`config.mk`:
```
export PLATFORM = sky130hd
export DESIGN_NAME = mdu_ctrl
export DESIGN_NICKNAME = d
export VERILOG_FILES = /design/src/rtl/mdu_ctrl.sv
export SDC_FILE = /design/constraint.sdc
export NUM_CORES = 1
export LEC_CHECK = 0
export BUFFER_PORTS_ARGS = -buffer_cell sky130_fd_sc_hd__clkbuf_2
export CAP_MARGIN = 25
export CORE_ASPECT_RATIO = 1.2
export CORE_MARGIN = 10
export CORE_UTILIZATION = 45
export CTS_BUF_LIST = sky130_fd_sc_hd__clkbuf_8
export CTS_CLUSTER_DIAMETER = 200
export DETAILED_ROUTE_END_ITERATION = 10
export PLACE_DENSITY = 0.83
export SLEW_MARGIN = 25
export SYNTH_ARGS = -nofsm -noshare
export SYNTH_HDL_FRONTEND = slang
export SYNTH_SLANG_ARGS = --single-unit
```
`constraint.sdc`:
```
create_clock -name clk -period 3.4 [get_ports clk]
set_input_delay 0.17 -clock clk [delete_from_list [all_inputs] [get_ports clk]]
set_output_delay 0.17 -clock clk [all_outputs]
set_load 0.01 [all_outputs]
```
`src/rtl/mdu_ctrl.sv`:
```
// mdu_ctrl -- HI/LO register file and handshake controller for a
// multiply/divide unit. Multiply/divide operations issued from the E stage are
// latched and sent to an external arithmetic responder over a valid/ready
// request channel. The result comes back over a valid/ready response channel
// and is written into LO (res0) and HI (res1). mthi/mtlo write HI/LO directly
// from md_src_a without involving the responder.
//
// Ports:
//   clk, reset             clock, synchronous active-high reset
//   md_start/md_op/md_flush issue pulse, operation code, same-cycle cancel
//   md_src_a, md_src_b     rs / rt operands
//   md_use                 D-stage instruction depends on HI/LO or the unit
//   hi_out, lo_out         HI / LO registers
//   busy, stall            operation outstanding / pipeline stall request
//   req_*                  request channel to the responder
//   resp_*                 response channel from the responder
module mdu_ctrl #(
  parameter int DATA_W = 32
) (
  input  logic              clk,
  input  logic              reset,
  input  logic              md_start,
  input  logic [2:0]        md_op,
  input  logic              md_flush,
  input  logic [DATA_W-1:0] md_src_a,
  input  logic [DATA_W-1:0] md_src_b,
  input  logic              md_use,
  output logic [DATA_W-1:0] hi_out,
  output logic [DATA_W-1:0] lo_out,
  output logic              busy,
  output logic              stall,
  output logic              req_valid,
  input  logic              req_ready,
  output logic [1:0]        req_op,
  output logic              req_sign,
  output logic [DATA_W-1:0] req_src0,
  output logic [DATA_W-1:0] req_src1,
  input  logic              resp_valid,
  output logic              resp_ready,
  input  logic [DATA_W-1:0] resp_res0,
  input  logic [DATA_W-1:0] resp_res1
);

  typedef enum logic [1:0] {
    S_IDLE = 2'd0,
    S_REQ  = 2'd1,
    S_WAIT = 2'd2
  } state_t;

  localparam logic [2:0] OP_MULT  = 3'b001;
  localparam logic [2:0] OP_MULTU = 3'b010;
  localparam logic [2:0] OP_DIV   = 3'b011;
  localparam logic [2:0] OP_DIVU  = 3'b100;
  localparam logic [2:0] OP_MTHI  = 3'b101;
  localparam logic [2:0] OP_MTLO  = 3'b110;

  localparam logic [1:0] ROP_IDLE = 2'b00;
  localparam logic [1:0] ROP_MUL  = 2'b01;
  localparam logic [1:0] ROP_DIV  = 2'b10;

  state_t            state_q, state_d;
  logic [1:0]        op_q;
  logic              sign_q;
  logic [DATA_W-1:0] src0_q, src1_q;
  logic [DATA_W-1:0] hi_q, lo_q;

  logic              is_arith;
  logic [1:0]        dec_op;
  logic              dec_sign;
  logic              start_ok;
  logic              eff_start;
  logic              resp_fire;

  // Operation decode; undefined codes behave as "none".
  always_comb begin
    is_arith = 1'b0;
    dec_op   = ROP_IDLE;
    dec_sign = 1'b0;
    case (md_op)
      OP_MULT:  begin is_arith = 1'b1; dec_op = ROP_MUL; dec_sign = 1'b1; end
      OP_MULTU: begin is_arith = 1'b1; dec_op = ROP_MUL; dec_sign = 1'b0; end
      OP_DIV:   begin is_arith = 1'b1; dec_op = ROP_DIV; dec_sign = 1'b1; end
      OP_DIVU:  begin is_arith = 1'b1; dec_op = ROP_DIV; dec_sign = 1'b0; end
      default:  ;
    endcase
  end

  assign start_ok  = md_start & ~md_flush;
  // A start while an operation is outstanding is dropped entirely.
  assign eff_start = start_ok & (state_q == S_IDLE);
  assign resp_fire = (state_q == S_WAIT) & resp_valid;

  // Control: state register
  always_ff @(posedge clk) begin
    if (reset) begin
      state_q <= S_IDLE;
    end else begin
      state_q <= state_d;
    end
  end

  // Control: next state and handshake outputs
  always_comb begin
    state_d    = state_q;
    req_valid  = 1'b0;
    resp_ready = 1'b0;
    case (state_q)
      S_IDLE: begin
        if (eff_start && is_arith) state_d = S_REQ;
      end
      S_REQ: begin
        req_valid = 1'b1;
        if (req_ready) state_d = S_WAIT;
      end
      S_WAIT: begin
        resp_ready = 1'b1;
        if (resp_valid) state_d = S_IDLE;
      end
      default: state_d = S_IDLE;
    endcase
  end

  // Operand latch and HI/LO registers. Reset clears them so an operation
  // abandoned by reset leaves no trace.
  always_ff @(posedge clk) begin
    if (reset) begin
      op_q   <= ROP_IDLE;
      sign_q <= 1'b0;
      src0_q <= '0;
      src1_q <= '0;
      hi_q   <= '0;
      lo_q   <= '0;
    end else begin
      if (eff_start && is_arith) begin
        op_q   <= dec_op;
        sign_q <= dec_sign;
        src0_q <= md_src_a;
        src1_q <= md_src_b;
      end
      if (eff_start && md_op == OP_MTHI) hi_q <= md_src_a;
      if (eff_start && md_op == OP_MTLO) lo_q <= md_src_a;
      if (resp_fire) begin
        lo_q <= resp_res0;
        hi_q <= resp_res1;
      end
    end
  end

  assign busy     = (state_q != S_IDLE);
  assign stall    = md_use & (busy | (start_ok & is_arith));
  assign req_op   = req_valid ? op_q : ROP_IDLE;
  assign req_sign = sign_q;
  assign req_src0 = src0_q;
  assign req_src1 = src1_q;
  assign hi_out   = hi_q;
  assign lo_out   = lo_q;

endmodule

```
==> results.txt <==
----------------------------------------------------
[Run status]
  Result of the run ... completed

[Yosys]
  Number of warning messages in the yosys log ... 0
  Number of enable flip-flop cells after synthesis ... 0
  Synthesized instance count ... 631
  Leading post-synthesis cells by cell area ... sky130_fd_sc_hd__dfxtp_1 (42%), sky130_fd_sc_hd__mux2i_1 (15%), sky130_fd_sc_hd__a221oi_2 (14%), sky130_fd_sc_hd__a311oi_1 (4.4%), sky130_fd_sc_hd__a31o_2 (4.4%)
  #FFs+latches synth ... about 130
  Yosys top cell by area ... sky130_fd_sc_hd__dfxtp_1
  Count leader, synth ... sky130_fd_sc_hd__dfxtp_1
  Proportion of netlist area held by the largest area contributor ... between 40% and 50%
  Proportion of synthesized flip-flops having asynchronous set or reset ... 0%
  Most instantiated flip-flop cell in the synthesis netlist ... sky130_fd_sc_hd__dfxtp_1
  Cell area after synthesis ... 6349 um^2
  Net count after synthesis ... 769
  Number of distinct library cells after synthesis ... 36
  Mean area per synthesized cell ... 10.06 um^2
  Most frequent cells after synthesis ... sky130_fd_sc_hd__dfxtp_1 (133), sky130_fd_sc_hd__mux2i_1 (96), sky130_fd_sc_hd__nand2_1 (66), sky130_fd_sc_hd__nor2_1 (66), sky130_fd_sc_hd__a221oi_2 (60)
  Sequential area share after synthesis ... approximately two fifths

[Global routing]
  Initial antenna violation count ... 2
  Number of global-route vias before repair ... 6257
  Largest net degree at the start of global routing ... 129
  Wire length of the first global-routing pass ... 33620 um
  Total congestion overflow after global routing ... 0
  Overall routing resource usage ... 21.90%

[Timing]
  Setup Total Neg Slack ... 0 ns
  Count of pins over their slew limit ... 0
  Unrepaired setup endpoints after global routing ... false
  Number of setup violations in the final report ... 0
  Max transition margin ... 32.06%
  Crit share post-route ... roughly 72%
  Achievable clock frequency ... ~410 MHz
  Skew final ... 0.01106 ns
  Final-report hold violation count ... 0
  Time the final worst path needs with I/O delays and setup ... approximately 2.5 ns
  Transition time of the tightest slew-check pin ... 1.019 ns

[Hold path]
  Kind of path behind the tightest hold check ... primary input to register

[Pwr]
  Leakage ... 0.003550 uW
  Power per Cell Area ... around 420 nW/um^2
  Worst VDD drop ... 0.4206 mV
  Net switching power figure ... 968.0 uW
  Net switching share of the total power ... 26.26%
  Clock share of power ... around 41%
  Reg power frac ... 44.7%
  Combinational group share of total power ... 14.8%
  Total power ... 3686 uW
  Pint ... 2718 uW

[Placed design]
  Placer congestion estimate ... 0.8257
  Post-detail-place hpwl ... 14740 um
  Number of buffers added on ports ... 272
  Area after detailed placement ... 7721 um^2

[Worst setup path]
  Critical Path Start Type ... register
  Maximum fanout along the worst path ... 32
  Endpoint class of the critical path ... register
  CP Data Arrival Time ... 2.81 ns
  Required arrival time at the worst endpoint ... 3.75 ns
  Critical path class ... register to register

[Detailed routing]
  Post-detailed-route via-to-cell ratio ... approximately 5.5
  DRC violation total after the first TritonRoute iteration ... 357
  DRC violation count after routing ... 0
  Iteration count of the initial detailed-routing pass ... 5
  Final WL ... roughly 22000 um
  Detailed-route via count ... 6106
  Per-cell routed wire length ... ~20 um
  Final antenna-violating net count ... 0

[Die]
  Total Die Area ... 19280 um^2
  Die outline width ... 128.4 um
  Starting density of the core ... 45.94%
  Core Rows ... 47
  Top-level I/O count ... 273
  Total core area ... 13820 um^2
  Die Span Y ... 150.1 um

[Clock tree]
  Source-to-sink clock delay at the later pin of the worst-skew pair ... ~0.45 ns
  Post-CTS setup repair buffer count ... 0
  Post-cts gate resize count ... 0
  Maximum number of buffers from clock root to sink ... 2
  Number of levels in the clock H-tree ... 4
  Clock tree from TritonCTS ... done
  Number of sinks on the clock net ... ~130
  Clock-pin slew on the worst setup and hold paths ... 0.08 ns
  Total CTS buffers ... 17
  Clock tree root driver cell ... sky130_fd_sc_hd__clkbuf_8

[Job]
  Max Cap Viol ... 0

[Finish]
  Growth of design area from synthesis to finish ... 38.45%
  Fill cell total of the finished layout ... 1130
  Fraction of layout cells with a size suffix above 1 ... 44.81%
  Number of nets in the finished design ... 1060
  Summed area of non-filler cells in the final layout ... between 8000 and 9000 um^2

----------------------------------------------------
-- cells in the final DEF (no fill, tap or decap), drive strengths merged --
cell type and instances:
a2111oi 1, a211o 1, a211oi 1, a21oi 3, a221o 1, a221oi 64
a22oi 1, a2bb2oi 1, a311oi 32, a31o 32, and2 2, and3 1
and3b 1, and4b 2, buf 12, bufinv 4, clkbuf 291, clkinv 8
dfxtp 133, diode 1, dlygate4sd3 61, inv 35, mux2i 96, nand2 66
nand3b 1, nor2 66, nor2b 4, nor4b 1, o21a 2, o21ai 3
o31ai 3, or2 2, or3 3, or4b 1
-- power by group through the flow --
stage                     Clock, uW  Sequential [uW]  Combinational, uW
after floorplan                   0             1710                241
after global placement            0             1680                473
after detailed placement          0             1680                481
after CTS                      1520             1650                538
after global routing           1590             1650                589
final                          1490             1650                544
-- metal layers --
| layer | vias up | track usage [%] | part of all wire [%] |
|---|---|---|---|
| met5 | - | 0 | 0.041 |
| met4 | 2 | 10.03 | 3.5 |
| met3 | 51 | 8.055 | 8.0 |
| met2 | 250 | 37.60 | 51 |
| met1 | 2901 | 23.38 | 37 |
| li1 | 2902 | - | - |
-- logic make-up (layout without fill, tap and decap cells) --
| family | after synthesis | after routing | synth area share [%] |
|---|---|---|---|
| AND/OR/NAND/NOR | 150 | 150 | 9.913 |
| multiplexers | 96 | 96 | 15.14 |
| flip-flops | 133 | 133 | 41.94 |
| other | 0 | 1 | 0 |
| AO/OA/AOI/OAI | 145 | 145 | 25.60 |
| buffers and inverters | 107 | 411 | 7.410 |
-- flip-flops by register name, indices dropped and copies added (netlist names) --
signal,count
hi_out,32
lo_out,32
op_q,2
req_sign,1
req_src0,32
req_src1,32
state_q,2
-- what timing repair did --
item                                    4_1_cts  5_1_grt
hold buffers                                 60        1
endpoints found under the setup margin        0        0
endpoints found under the hold margin        60        1
-- stage by stage --
stage	cells	utilization, %	setup WS, ns	hold WS [ns]
2_1_floorplan	631	-	1.545	0.3121
3_3_place_gp	1013	55.87	0.9721	0.3980
3_5_place_dp	1013	55.87	0.9216	0.4020
4_1_cts	1105	63.48	0.9027	0.005946
5_1_grt	1107	63.60	0.8086	0.006648
6_report	1107	63.60	0.9356	0.02813
-- critical path, cell delays in order (launching register included) --
cell,delay [ns]
sky130_fd_sc_hd__dfxtp_1,0.40
sky130_fd_sc_hd__or4b_4,0.63
sky130_fd_sc_hd__or3_2,0.90
sky130_fd_sc_hd__a221oi_1,0.41
-- path summary, 6_finish.rpt --
kind | from | end | slack (ns) | cells after the start
max | state_q[1] | lo_out[0] | 0.94 | 3
min | md_src_a[0] | req_src0[0] | 0.03 | 3
max reg2reg | state_q[1] | lo_out[0] | 0.94 | 3
min reg2reg | req_src0[21] | req_src0[21] | 0.46 | 2
-- final cells by class --
cell class	instances	area [um^2]	area share (%)
multi-input combinational	391	3258	37.07
clock inverter	12	175.2	1.993
clock buffer	20	275.3	3.132
sequential	133	2663	30.29
timing repair buffer	344	2069	23.54
tap	171	214.0	2.434
inverter	35	132.6	1.509
antenna	1	2.502	0.02847
Power figures use the tool's default switching activity.
